`src/rtl/output_pooling_pkg.sv`:
```
// Shared definitions for the pooled-output BRAM read and write sides.
// The state encoding, bank-select width and address formula live here,
// so the reader and the write-side decoder always agree on memory layout.
package output_pooling_pkg;

   typedef enum logic [2:0] {
      ST_IDLE     = 3'd0,
      ST_WAIT_RST = 3'd1,
      ST_ISSUE    = 3'd2,
      ST_DRAIN    = 3'd3,
      ST_DONE     = 3'd4
   } state_t;

   localparam int OUTPUT_BRAM_NUM_DEFAULT = 4;
   localparam int BANK_LOG2_DEFAULT       = $clog2(OUTPUT_BRAM_NUM_DEFAULT);

   // Number of channel LSBs that select a bank (bank count is a power of two).
   function automatic int unsigned bank_log2(input int unsigned num);
      return $clog2(num);
   endfunction

   // Word address of (ch,row,col) inside its bank for an n x n pooled tile.
   // Channels sharing a bank are stacked tile after tile.
   function automatic logic [31:0] pool_address(input logic [31:0] ch,
                                                input logic [31:0] n,
                                                input logic [31:0] row,
                                                input logic [31:0] col,
                                                input int unsigned bank_bits);
      return ((ch >> bank_bits) * n * n) + (row * n) + col;
   endfunction

endpackage

```
`src/rtl/output_pooling_reader_if.sv`:
```
// Control, BRAM-read and output-stream signals of the pooled-output reader.
// slave is the reader's view; master is the view of whoever drives it.
interface output_pooling_reader_if #(
   parameter int DATA_WIDTH                = 32,
   parameter int OUTPUT_CHANNEL_WIDTH      = 7,
   parameter int OUTPUT_COL_WIDTH          = 2,
   parameter int OUTPUT_BRAM_NUM           = 4,
   parameter int OUTPUT_BRAM_ADDRESS_WIDTH = 11
);
   logic                                 i_start;
   logic [OUTPUT_CHANNEL_WIDTH-1:0]      i_start_channel;
   logic [OUTPUT_CHANNEL_WIDTH-1:0]      i_end_channel;
   logic [OUTPUT_COL_WIDTH-1:0]          i_pool_size;
   logic                                 i_reset_busy;
   logic [OUTPUT_BRAM_NUM-1:0]           o_renable;
   logic [OUTPUT_BRAM_ADDRESS_WIDTH-1:0] o_raddress;
   logic [DATA_WIDTH-1:0]                i_bram_data;
   logic [DATA_WIDTH-1:0]                o_data;
   logic                                 o_valid;
   logic                                 i_ready;
   logic                                 o_last;
   logic                                 o_busy;
   logic                                 o_done;

   modport slave (
      input  i_start, i_start_channel, i_end_channel, i_pool_size,
             i_reset_busy, i_bram_data, i_ready,
      output o_renable, o_raddress, o_data, o_valid, o_last, o_busy, o_done
   );

   modport master (
      output i_start, i_start_channel, i_end_channel, i_pool_size,
             i_reset_busy, i_bram_data, i_ready,
      input  o_renable, o_raddress, o_data, o_valid, o_last, o_busy, o_done
   );
endinterface

```
`src/rtl/output_pooling_fifo.sv`:
```
// Small synchronous skid FIFO with occupancy count. Storage is not reset;
// only pointers and count are, so an abort empties it immediately.
module output_pooling_fifo #(
   parameter int WIDTH = 33,
   parameter int DEPTH = 4
) (
   input  logic                       clk,
   input  logic                       rst,
   input  logic                       push,
   input  logic [WIDTH-1:0]           push_data,
   input  logic                       pop,
   output logic [WIDTH-1:0]           head,
   output logic                       empty,
   output logic [$clog2(DEPTH+1)-1:0] count
);
   localparam int PTR_W = (DEPTH > 1) ? $clog2(DEPTH) : 1;
   localparam int CNT_W = $clog2(DEPTH + 1);

   logic [WIDTH-1:0] mem [DEPTH];
   logic [PTR_W-1:0] wr_ptr;
   logic [PTR_W-1:0] rd_ptr;
   logic             do_push;
   logic             do_pop;

   assign empty   = (count == '0);
   assign do_push = push && (int'(count) < DEPTH);
   assign do_pop  = pop && !empty;
   assign head    = mem[rd_ptr];

   // storage write, no reset on data
   always_ff @(posedge clk) begin
      if (do_push) mem[wr_ptr] <= push_data;
   end

   // pointer and occupancy bookkeeping; push+pop together leaves count unchanged
   always_ff @(posedge clk or posedge rst) begin
      if (rst) begin
         wr_ptr <= '0;
         rd_ptr <= '0;
         count  <= '0;
      end else begin
         if (do_push) wr_ptr <= (int'(wr_ptr) == DEPTH - 1) ? '0 : wr_ptr + PTR_W'(1);
         if (do_pop)  rd_ptr <= (int'(rd_ptr) == DEPTH - 1) ? '0 : rd_ptr + PTR_W'(1);
         case ({do_push, do_pop})
            2'b10:   count <= count + CNT_W'(1);
            2'b01:   count <= count - CNT_W'(1);
            default: count <= count;
         endcase
      end
   end
endmodule

```
`src/rtl/output_pooling_reader.sv`:
```
// Read-side engine for the pooled-output BRAM banks. Walks channels x rows x
// cols, issues one-hot bank reads, tracks reads in flight through the fixed
// BRAM latency and streams results out through a credit-protected skid FIFO.
module output_pooling_reader
   import output_pooling_pkg::*;
#(
   parameter int DATA_WIDTH                = 32,
   parameter int OUTPUT_CHANNEL_WIDTH      = 7,
   parameter int OUTPUT_COL_WIDTH          = 2,
   parameter int OUTPUT_BRAM_NUM           = 4,
   parameter int OUTPUT_BRAM_DEPTH         = 1152,
   parameter int OUTPUT_BRAM_ADDRESS_WIDTH = $clog2(OUTPUT_BRAM_DEPTH),
   parameter int READ_LATENCY              = 2,
   parameter int FIFO_DEPTH                = READ_LATENCY + 2
) (
   input  logic i_clock,
   input  logic i_reset,
   output_pooling_reader_if.slave bus
);
   localparam int CH_W      = OUTPUT_CHANNEL_WIDTH + 1;
   localparam int BANK_BITS = bank_log2(OUTPUT_BRAM_NUM);
   localparam int CNT_W     = $clog2(FIFO_DEPTH + 1);
   localparam int FLIGHT_W  = $clog2(READ_LATENCY + 2);
   localparam logic [CH_W-1:0] BANK_MASK = CH_W'(OUTPUT_BRAM_NUM - 1);

   state_t state;
   state_t state_next;

   logic [OUTPUT_CHANNEL_WIDTH-1:0]      start_ch;
   logic [OUTPUT_CHANNEL_WIDTH-1:0]      end_ch;
   logic [OUTPUT_COL_WIDTH-1:0]          pool_n;
   logic [OUTPUT_COL_WIDTH-1:0]          n_minus1;
   logic [CH_W-1:0]                      ch_cnt;
   logic [OUTPUT_COL_WIDTH-1:0]          row_cnt;
   logic [OUTPUT_COL_WIDTH-1:0]          col_cnt;
   logic                                 degenerate;
   logic                                 final_issue;
   logic                                 credit_ok;
   logic                                 issue;
   logic [OUTPUT_BRAM_NUM-1:0]           renable;
   logic [OUTPUT_BRAM_ADDRESS_WIDTH-1:0] raddress;
   logic                                 vld_p0;
   logic                                 last_p0;
   logic [READ_LATENCY-1:0]              vld_pipe;
   logic [READ_LATENCY-1:0]              last_pipe;
   logic [FLIGHT_W-1:0]                  in_flight;
   logic [CNT_W-1:0]                     fifo_count;
   logic                                 fifo_empty;
   logic                                 fifo_pop;
   logic [DATA_WIDTH:0]                  fifo_head;
   logic                                 last_accept;

   assign n_minus1    = pool_n - OUTPUT_COL_WIDTH'(1);
   assign degenerate  = (start_ch > end_ch) || (pool_n == '0);
   assign final_issue = (ch_cnt == {1'b0, end_ch}) && (row_cnt == n_minus1) && (col_cnt == n_minus1);
   assign credit_ok   = (int'(fifo_count) + int'(in_flight)) < FIFO_DEPTH;
   // The first read may go out on the same cycle WAIT_RST sees reset-busy low.
   assign issue       = ((state == ST_WAIT_RST && !degenerate) || state == ST_ISSUE)
                        && !bus.i_reset_busy && credit_ok;
   assign fifo_pop    = !fifo_empty && bus.i_ready;
   assign last_accept = fifo_pop && fifo_head[DATA_WIDTH];

   // count reads between issue and FIFO write (issue register plus latency pipe)
   always_comb begin
      in_flight = FLIGHT_W'(vld_p0);
      for (int i = 0; i < READ_LATENCY; i++) in_flight = in_flight + FLIGHT_W'(vld_pipe[i]);
   end

   // state register
   always_ff @(posedge i_clock or posedge i_reset) begin
      if (i_reset) state <= ST_IDLE;
      else         state <= state_next;
   end

   // next-state logic
   always_comb begin
      state_next = state;
      case (state)
         ST_IDLE:     if (bus.i_start) state_next = ST_WAIT_RST;
         ST_WAIT_RST: begin
            if (degenerate)                state_next = ST_DONE;
            else if (issue && final_issue) state_next = ST_DRAIN;
            else if (!bus.i_reset_busy)    state_next = ST_ISSUE;
         end
         ST_ISSUE:    if (issue && final_issue) state_next = ST_DRAIN;
         ST_DRAIN:    if (last_accept && in_flight == '0) state_next = ST_DONE;
         ST_DONE:     state_next = ST_IDLE;
         default:     state_next = ST_IDLE;
      endcase
   end

   // config latch on start and channel/row/col walk on each issued read
   always_ff @(posedge i_clock or posedge i_reset) begin
      if (i_reset) begin
         start_ch <= '0;
         end_ch   <= '0;
         pool_n   <= '0;
         ch_cnt   <= '0;
         row_cnt  <= '0;
         col_cnt  <= '0;
      end else if (state == ST_IDLE && bus.i_start) begin
         start_ch <= bus.i_start_channel;
         end_ch   <= bus.i_end_channel;
         pool_n   <= bus.i_pool_size;
         ch_cnt   <= {1'b0, bus.i_start_channel};
         row_cnt  <= '0;
         col_cnt  <= '0;
      end else if (issue) begin
         if (col_cnt == n_minus1) begin
            col_cnt <= '0;
            if (row_cnt == n_minus1) begin
               row_cnt <= '0;
               ch_cnt  <= ch_cnt + CH_W'(1);
            end else begin
               row_cnt <= row_cnt + OUTPUT_COL_WIDTH'(1);
            end
         end else begin
            col_cnt <= col_cnt + OUTPUT_COL_WIDTH'(1);
         end
      end
   end

   // ---- stage p0: registered bank enable/address, then BRAM latency pipe ----
   // registered read port plus valid/last tracking through the BRAM latency
   always_ff @(posedge i_clock or posedge i_reset) begin
      if (i_reset) begin
         renable   <= '0;
         raddress  <= '0;
         vld_p0    <= 1'b0;
         last_p0   <= 1'b0;
         vld_pipe  <= '0;
         last_pipe <= '0;
      end else begin
         renable <= issue ? (OUTPUT_BRAM_NUM'(1) << (ch_cnt & BANK_MASK)) : '0;
         if (issue)
            raddress <= OUTPUT_BRAM_ADDRESS_WIDTH'(pool_address(32'(ch_cnt), 32'(pool_n),
                                                   32'(row_cnt), 32'(col_cnt), BANK_BITS));
         vld_p0       <= issue;
         last_p0      <= issue && final_issue;
         vld_pipe[0]  <= vld_p0;
         last_pipe[0] <= last_p0;
         for (int i = 1; i < READ_LATENCY; i++) begin
            vld_pipe[i]  <= vld_pipe[i-1];
            last_pipe[i] <= last_pipe[i-1];
         end
      end
   end

   // ---- FIFO write: BRAM data captured at the end of the latency pipe ----
   output_pooling_fifo #(
      .WIDTH (DATA_WIDTH + 1),
      .DEPTH (FIFO_DEPTH)
   ) u_fifo (
      .clk       (i_clock),
      .rst       (i_reset),
      .push      (vld_pipe[READ_LATENCY-1]),
      .push_data ({last_pipe[READ_LATENCY-1], bus.i_bram_data}),
      .pop       (fifo_pop),
      .head      (fifo_head),
      .empty     (fifo_empty),
      .count     (fifo_count)
   );

   assign bus.o_renable  = renable;
   assign bus.o_raddress = raddress;
   assign bus.o_valid    = !fifo_empty;
   assign bus.o_data     = fifo_empty ? '0 : fifo_head[DATA_WIDTH-1:0];
   assign bus.o_last     = !fifo_empty && fifo_head[DATA_WIDTH];
   assign bus.o_busy     = (state != ST_IDLE);
   assign bus.o_done     = (state == ST_DONE);
endmodule

```
`src/flat_wrapper.sv`:
```
// flat-port wrapper written by rule: the top's interface ports become plain ports
module output_pooling_reader_flat import output_pooling_pkg::*;
#(
   parameter int DATA_WIDTH                = 32,
   parameter int OUTPUT_CHANNEL_WIDTH      = 7,
   parameter int OUTPUT_COL_WIDTH          = 2,
   parameter int OUTPUT_BRAM_NUM           = 4,
   parameter int OUTPUT_BRAM_DEPTH         = 1152,
   parameter int OUTPUT_BRAM_ADDRESS_WIDTH = $clog2(OUTPUT_BRAM_DEPTH),
   parameter int READ_LATENCY              = 2,
   parameter int FIFO_DEPTH                = READ_LATENCY + 2
)
  (i_clock, i_reset, bus_i_start, bus_i_start_channel, bus_i_end_channel, bus_i_pool_size, bus_i_reset_busy, bus_i_bram_data, bus_i_ready, bus_o_renable, bus_o_raddress, bus_o_data, bus_o_valid, bus_o_last, bus_o_busy, bus_o_done);
  output_pooling_reader_if #(.DATA_WIDTH(DATA_WIDTH), .OUTPUT_CHANNEL_WIDTH(OUTPUT_CHANNEL_WIDTH), .OUTPUT_COL_WIDTH(OUTPUT_COL_WIDTH), .OUTPUT_BRAM_NUM(OUTPUT_BRAM_NUM), .OUTPUT_BRAM_ADDRESS_WIDTH(OUTPUT_BRAM_ADDRESS_WIDTH)) bus_i ();
  input  logic i_clock;
  input  logic i_reset;
  input wire logic [$bits(bus_i.i_start)-1:0] bus_i_start;
  input wire logic [$bits(bus_i.i_start_channel)-1:0] bus_i_start_channel;
  input wire logic [$bits(bus_i.i_end_channel)-1:0] bus_i_end_channel;
  input wire logic [$bits(bus_i.i_pool_size)-1:0] bus_i_pool_size;
  input wire logic [$bits(bus_i.i_reset_busy)-1:0] bus_i_reset_busy;
  input wire logic [$bits(bus_i.i_bram_data)-1:0] bus_i_bram_data;
  input wire logic [$bits(bus_i.i_ready)-1:0] bus_i_ready;
  output wire logic [$bits(bus_i.o_renable)-1:0] bus_o_renable;
  output wire logic [$bits(bus_i.o_raddress)-1:0] bus_o_raddress;
  output wire logic [$bits(bus_i.o_data)-1:0] bus_o_data;
  output wire logic [$bits(bus_i.o_valid)-1:0] bus_o_valid;
  output wire logic [$bits(bus_i.o_last)-1:0] bus_o_last;
  output wire logic [$bits(bus_i.o_busy)-1:0] bus_o_busy;
  output wire logic [$bits(bus_i.o_done)-1:0] bus_o_done;
  assign bus_i.i_start = bus_i_start;
  assign bus_i.i_start_channel = bus_i_start_channel;
  assign bus_i.i_end_channel = bus_i_end_channel;
  assign bus_i.i_pool_size = bus_i_pool_size;
  assign bus_i.i_reset_busy = bus_i_reset_busy;
  assign bus_i.i_bram_data = bus_i_bram_data;
  assign bus_i.i_ready = bus_i_ready;
  assign bus_o_renable = bus_i.o_renable;
  assign bus_o_raddress = bus_i.o_raddress;
  assign bus_o_data = bus_i.o_data;
  assign bus_o_valid = bus_i.o_valid;
  assign bus_o_last = bus_i.o_last;
  assign bus_o_busy = bus_i.o_busy;
  assign bus_o_done = bus_i.o_done;
  output_pooling_reader #(.DATA_WIDTH(DATA_WIDTH), .OUTPUT_CHANNEL_WIDTH(OUTPUT_CHANNEL_WIDTH), .OUTPUT_COL_WIDTH(OUTPUT_COL_WIDTH), .OUTPUT_BRAM_NUM(OUTPUT_BRAM_NUM), .OUTPUT_BRAM_DEPTH(OUTPUT_BRAM_DEPTH), .OUTPUT_BRAM_ADDRESS_WIDTH(OUTPUT_BRAM_ADDRESS_WIDTH), .READ_LATENCY(READ_LATENCY), .FIFO_DEPTH(FIFO_DEPTH)) u_core (.i_clock(i_clock), .i_reset(i_reset), .bus(bus_i));
endmodule
```
`config.mk`:
```
export PLATFORM = sky130hd
export DESIGN_NAME = output_pooling_reader_flat
export DESIGN_NICKNAME = d
export VERILOG_FILES = /design/src/rtl/output_pooling_pkg.sv /design/src/rtl/output_pooling_reader_if.sv /design/src/rtl/output_pooling_fifo.sv /design/src/rtl/output_pooling_reader.sv /design/src/flat_wrapper.sv
export SDC_FILE = /design/constraint.sdc
export NUM_CORES = 1
export LEC_CHECK = 0
export ABC_CLOCK_PERIOD_IN_PS = 9440
export CORE_UTILIZATION = 56
export DETAILED_ROUTE_END_ITERATION = 10
export GPL_TIMING_DRIVEN = 0
export PLACE_DENSITY = 0.86
export SETUP_SLACK_MARGIN = 0.1
export SLEW_MARGIN = 5
export SYNTH_ARGS = -nofsm -noshare
export SYNTH_HDL_FRONTEND = slang
export SYNTH_SLANG_ARGS = --single-unit
```
`constraint.sdc`:
```
create_clock -name i_clock -period 9.44 [get_ports i_clock]
set_input_delay 2.832 -clock i_clock [delete_from_list [all_inputs] [get_ports i_clock]]
set_output_delay 2.832 -clock i_clock [all_outputs]
set_load 0.01 [all_outputs]
```
# [After elaboration in Yosys (flattened, before gate mapping)]
# Memories as Yosys holds them, arrays and structs flattened.
# Index checks and enable logic that the tools add are counted.
[word_totals] in_bits=53 regBits=59 romBits=0 ram_bits=132 out_inout_bits=51 elab_cells=107 latch_bits=0 n_memories=1
[mem_list] memory="u_core.u_fifo.mem" words=4 word_bits=33 read_ports=1 rd_ports_with_merged_regs=0 wr=1 line_no="output_pooling_fifo.sv:19" text="logic [WIDTH-1:0] mem [DEPTH];"
[op_classes] addsub=13 order_cmp=3 eq_ne=15 muxes=25 n_mul=3 bitwise_logic=0 div_mod_pow=0 shifts=1 reduce_logical=30
[ops] cell="less-than comparator 32 x 4 -> 1 bit (second input constant)" n=1
[ops] cell="multiplier 32 x 2 -> 11 bit" n=1
[ops] cell="two-way mux 32 bit" n=1
[ops] cell="two-way mux 8 bit" n=4
[ops] cell="two-way mux 2 bit" n=9
[ops] cell="two-way mux 3 bit" n=6
[ops] cell="logical AND 1 bit" n=13
[ops] cell="one-hot mux 3 bit (4 select lines)" n=1
[ops] cell="adder 11 x 2 -> 11 bit" n=1
[ops] cell="adder 11 x 4 -> 11 bit" n=1
[ops] cell="adder 2 x 1 -> 2 bit (second input constant)" n=4
[ops] cell="adder 8 x 1 -> 8 bit (second input constant)" n=1
[ops] cell="equality test 8 x 7 -> 1 bit" n=1
[ops] cell="multiplier 6 x 2 -> 8 bit" n=1
[ops] cell="nonzero test 2 bit" n=4
[ops] cell="> comparator 7 bit" n=1
[ops] cell="equality test 2 x 1 -> 1 bit (second input constant)" n=3
[ops] cell="equality test 3 x 2 -> 1 bit (second input constant)" n=2
[ops] cell="logical NOT 3 bit" n=2
[ops] cell="one-hot mux 3 bit (2 select lines)" n=1
[ops] cell="adder 3 x 2 -> 4 bit" n=1
[ops] cell="equality test 2 bit" n=2
[ops] cell="logical NOT 2 bit" n=2
[ops] cell="multiplier 2 x 2 -> 4 bit" n=1
[ops] cell="other kinds (21)" n=26

# [Depth between registers and ports, before layout]
# Gate-level depths: netlist (run 1).
[logic_depth] depth_word=11 depth_mapped=17 mapped_depth_nobuf=16

# [Hierarchy]
# Synthesis (run 1) repeated with hierarchy kept, for this count alone.
[unflattened] cells_unflattened=623 area_unflattened_um2=8847.2
[modules_own_cells] module="output_pooling_fifo" area_per_inst_um2=5251.3 n_inst=1 cells_per_inst=216
[modules_own_cells] module="output_pooling_reader" area_per_inst_um2=3595.9 n_inst=1 cells_per_inst=407

# [Worst setup path after synthesis (run 1)]
# OpenSTA, ideal clock, no wires.
[synth_timing] path_type="flip-flop to output port" from="register u_core.u_fifo.rd_ptr[0]" to="output port bus_o_data[10]" arrival_time_ns=1.556 path_stages_with_launch=5 slack_ns=5.052 path_cell_list="dfrtp_1 -> buf_2 -> buf_2 -> mux4_2 -> and2_1"
[synth_via] elab_chain_cells=2
[synth_rtl] element="start: declaration" line_no="output_pooling_fifo.sv:21" text="logic [PTR_W-1:0] rd_ptr;"
[synth_rtl] element="start signal: assignment" line_no="output_pooling_fifo.sv:43" text="if (do_pop) rd_ptr <= (int'(rd_ptr) == DEPTH - 1) ? '0 : rd_ptr + PTR_W'(1);"
[synth_rtl] element="memory (4 x 33 bit)"
[synth_rtl] element="two-way mux 32 bit" line_no="output_pooling_reader.sv:167" text="assign bus.o_data = fifo_empty ? '0 : fifo_head[DATA_WIDTH-1:0];"
[synth_rtl] element="end: declaration" line_no="flat_wrapper.sv:26" text="output wire logic [$bits(bus_i.o_data)-1:0] bus_o_data;"
# Every way passes these cells.

# [Worst setup path in the final report (run 1)]
[layout_timing] from="register u_core.u_fifo.rd_ptr[1]" to="output port bus_o_data[6]"
# Same word-level chain as after synthesis.

==> flow_summary.ini, run 1 <==
[critical_path]
cp_data_arrival_time_ns = 2.75
cp_max_fo = 10
r2r-end = u_core.bus.o_raddress[9]$_DFFE_PP0P_
path_class = reg2out
worstPathRequired_ns = 6.61
reg2reg_slack_ns = 5.46
critPathLaunchType = flip-flop
reg2regPathDepth = 14
end_kind = output port
worstReg2RegStart = u_core.pool_n[1]$_DFFE_PP0P_

[placement]
io_buffers = 102
dpl_cell_area_um2 = 10300
place_congestion = 0.908
detailed_place_hpwl_mm = 12.8

[timing]
fin_skew_ns = 0.0102
max_freq_mhz = 179
max_slew.worst_pin.slew_ns = 0.661
setup_tns_ns = 0
slew_violations = 0
slew_headroom_pct = 55.9
finalCritPeriodShare_pct = 59.1
finalHoldViolCount = 0
period_needed_ns = 5.58
setup_viol = 0
rsz0062_at_grt = false

[clock_network]
cts_setup_buffers = 0
clk_latency_ns = 0.43
cts_resized = 0
clockBufferDepth = 2
root_buffer = clkbuf_16
clock-sinks = 190
cts_tree = built
numCtsBuffers = 17
hold_buffers = 0
clk_pin_slew_worst_paths_ns = 0.07
htree_levels = 4

[global_route]
grt_overflow = 0
grt_pass1_vias = 5838
grt_max_degree = 43
track_usage_pct = 24.0
grt_pass1_wl_mm = 29.7
antenna_found_initial = 0

[power]
leakage_uw = 0.00421
powerDensity_nw_per_um2 = 289
vdd_ir_drop_max_mv = 0.138

[yosys]
syn-num-nets = 732
synth_edf_count = 132
synthMuxAreaShare_pct = 10.0
syn_area_per_cell_um2 = 14.2
yosys_register_bits = 190
post_synth_fa_ha_maj_area_fraction_pct = 7.46
synth_compound_area_share_pct = 6.14
synthFlopType = edfxtp_1
ys_seq_area_share_pct = 60.4
postSynthCellCount = 631
synth_top_family_by_area = simple AND/OR/NAND/NOR gates
synth_simple_gate_area_share_pct = 10.3
synth-xor-area-share_pct = 2.15
synth_area_um2 = 8960
async_flop_share_pct = 30.5
yosysWarnings = 0
synth_cell_types = 63

[detailed_routing]
drt_wl_total_mm = 18.7
postRouteAntennaNets = 0
drt_iter0_drc = 322
first_pass_iters = 4
vias = 5664
drc = 0
wl_per_cell_um = 19.0
vias_per_cell = 5.77

[min_path]
hold_path_depth = 0
hold_path_class = reg2reg
hold_end = u_core.last_pipe[0]$_DFF_PP0_
min_from = u_core.last_p0$_DFF_PP0_

[die]
start_util_pct = 58.1
die_w_um = 128
design.die.area_um2 = 16500
die_y_um = 128
core_area_um2 = 15400
fp-row-count = 45
io_pins = 104

[layout]
antenna_cells = 0
drive_gt1_share_pct = 14.9
area_growth_syn_to_layout_pct = 22.2
final_nets = 858
design_area_um2 = 10900

[job]
cap_violations = 0

[run_status]
status = complete, no violations
-- cell usage after synthesis, drive strengths merged (2+ instances only) --
| cell type | n | share of area, % |
|---|---|---|
| nor2 | 29 | 1.2 |
| mux2 | 11 | 1.4 |
| buf | 16 | 1.2 |
| o21ai | 23 | 1.3 |
| mux2i | 3 | 0.34 |
| and3 | 9 | 0.68 |
| or3 | 3 | 0.22 |
| nand3b | 2 | 0.17 |
| clkbuf | 11 | 0.46 |
| a21o | 3 | 0.25 |
| a211oi | 2 | 0.17 |
| inv | 41 | 1.7 |
| o31ai | 2 | 0.32 |
| mux4 | 33 | 8.3 |
| nor4 | 3 | 0.61 |
| o2111ai | 8 | 0.78 |
| xor2 | 6 | 0.59 |
| fa | 9 | 2.0 |
| a21oi | 15 | 0.88 |
| and2 | 49 | 3.4 |
| nor2b | 3 | 0.21 |
| dfrtp | 58 | 16 |
| nand2 | 50 | 2.2 |
| o41ai | 3 | 0.29 |
| ha | 39 | 5.4 |
| o21bai | 4 | 0.34 |
| a31oi | 8 | 0.56 |
| edfxtp | 132 | 44 |
| xnor2 | 16 | 1.6 |
| nand3 | 13 | 0.73 |
| nor3 | 2 | 0.11 |
| nand4 | 5 | 0.35 |
| o211ai | 2 | 0.17 |
-- per-layer routing --
layer | part of all wire, % | track usage (%) | vias to the layer above
met1 | 40 | 28.8 | 2843
met3 | 5.0 | 3.95 | 36
met2 | 53 | 44.0 | 209
met5 | 0 | 0 | -
met4 | 1.9 | 8.24 | 0
li1 | - | - | 2576
-- kinds of logic (layout without fill, tap and decap cells) --
kind of cell / Yosys count / count (layout)
compound gates: 81 / 81
xor+xnor: 22 / 22
fa+ha+maj: 48 / 48
buf+inv: 69 / 208
flops: 190 / 190
mux: 47 / 47
other cells: 1 / 1
simple gates: 173 / 173
-- worst max-delay path, stage by stage (launching register included) --
cell,delay [ns]
dfrtp_1,0.35
clkbuf_1,0.34
clkbuf_1,0.56
mux4_2,0.42
and2_1,0.17
clkdlybuf4s50_1,0.47
-- worst max path at each step --
stage,startpoint,cells past startpoint,slack (ns),end
final,u_core.u_fifo.rd_ptr[1]$_DFFE_PP0P_,5,3.86,bus_o_data[6]
after global routing,u_core.u_fifo.rd_ptr[1]$_DFFE_PP0P_,5,3.74,bus_o_data[26]
after CTS,u_core.u_fifo.rd_ptr[1]$_DFFE_PP0P_,5,3.78,bus_o_data[6]
after detailed placement,u_core.u_fifo.rd_ptr[1]$_DFFE_PP0P_,5,4.26,bus_o_data[7]
after global placement,i_reset,2,4.14,u_core.end_ch[4]$_DFFE_PP0P_
after floorplan,u_core.u_fifo.rd_ptr[0]$_DFFE_PP0P_,4,5.05,bus_o_data[10]
-- power by group --
| group | leakage (uW) | internal (uW) | switching [uW] |
|---|---|---|---|
| logic | 0.00201 | 674 | 693 |
| clock network | 0.000289 | 377 | 330 |
| registers | 0.00192 | 996 | 93.9 |
| total | 0.00421 | 2050 | 1120 |
-- metrics by stage --
stage	worst slack (ns)	hold WS [ns]	total power [uW]	cells	utilization (%)
floorplan	5.05	0.331	1970	631	-
global placement	4.14	0.332	2410	944	66.4
detailed placement	4.26	0.348	2470	949	67.1
CTS	3.78	0.363	3180	981	71.0
global route	3.74	0.378	3350	981	71.0
finish	3.86	0.359	3160	981	71.0
-- sequential cells by signal, indices dropped and copies added (netlist names) --
register / cells
u_core.end_ch: 7
u_core.state: 3
u_core.vld_p0: 1
u_core.u_fifo.rd_ptr: 2
u_core.u_fifo.count: 3
u_core.vld_pipe: 2
u_core.last_pipe: 2
u_core.u_fifo.wr_ptr: 2
u_core.bus.o_raddress: 10
u_core.u_fifo.mem: 132
u_core.ch_cnt: 8
u_core.start_ch: 7
u_core.pool_n: 2
u_core.col_cnt: 2
u_core.last_p0: 1
u_core.row_cnt: 2
u_core.bus.o_renable: 4
-- cell usage in the layout (no fill, tap or decap), types with 5 or more instances in the layout --
cell             synthesis  routed
edfxtp_1               132     132
nand4_1                  5       5
and2_1                  46      42
ha_1                    39      39
mux2_2                   9       9
buf_2                   10      10
inv_1                   40      39
clkbuf_16                0      17
a31oi_1                  8       8
nand3_1                 13      13
xor2_1                   6       6
clkdlybuf4s50_1          0     102
nor2_1                  29      29
o21ai_0                 23      23
clkbuf_1                11      11
dfrtp_1                 58      58
xnor2_1                 16      16
o2111ai_1                8       8
nand2_1                 49      49
buf_12                   0       5
mux4_2                  33      33
and2_2                   2       6
a21oi_1                 14      14
and3_1                   5       5
fa_1                     9       9
-- layout make-up --
type	instances	area (um2)
Tap cell	211	264
Inverter	42	158
Multi-Input combinational cell	372	3240
Fill cell	1038	4480
Clock inverter	15	171
Buffer	27	148
Timing Repair Buffer	107	1120
Sequential cell	190	5420
Clock buffer	17	425
No activity file was read; power rests on OpenSTA's default activity.
==> inputs of run 2 (changes only) <==
- ABC_CLOCK_PERIOD_IN_PS: 9440 -> 5400
- clock period: 9.44 -> 5.4 ns (I/O delays scaled with it)
==> results of run 2 <==
The final DEF is identical to that of run 1. Status: complete, no violations.
Main changes from that run: setup slack after placement 4.26 ns -> 1.43 ns; setup slack after layout 3.86 ns -> 1.03 ns; register-to-register setup slack 5.46 ns -> 1.42 ns; total power 3160 uW -> 5530 uW; worst IR drop on VDD 0.138 mV -> 0.240 mV
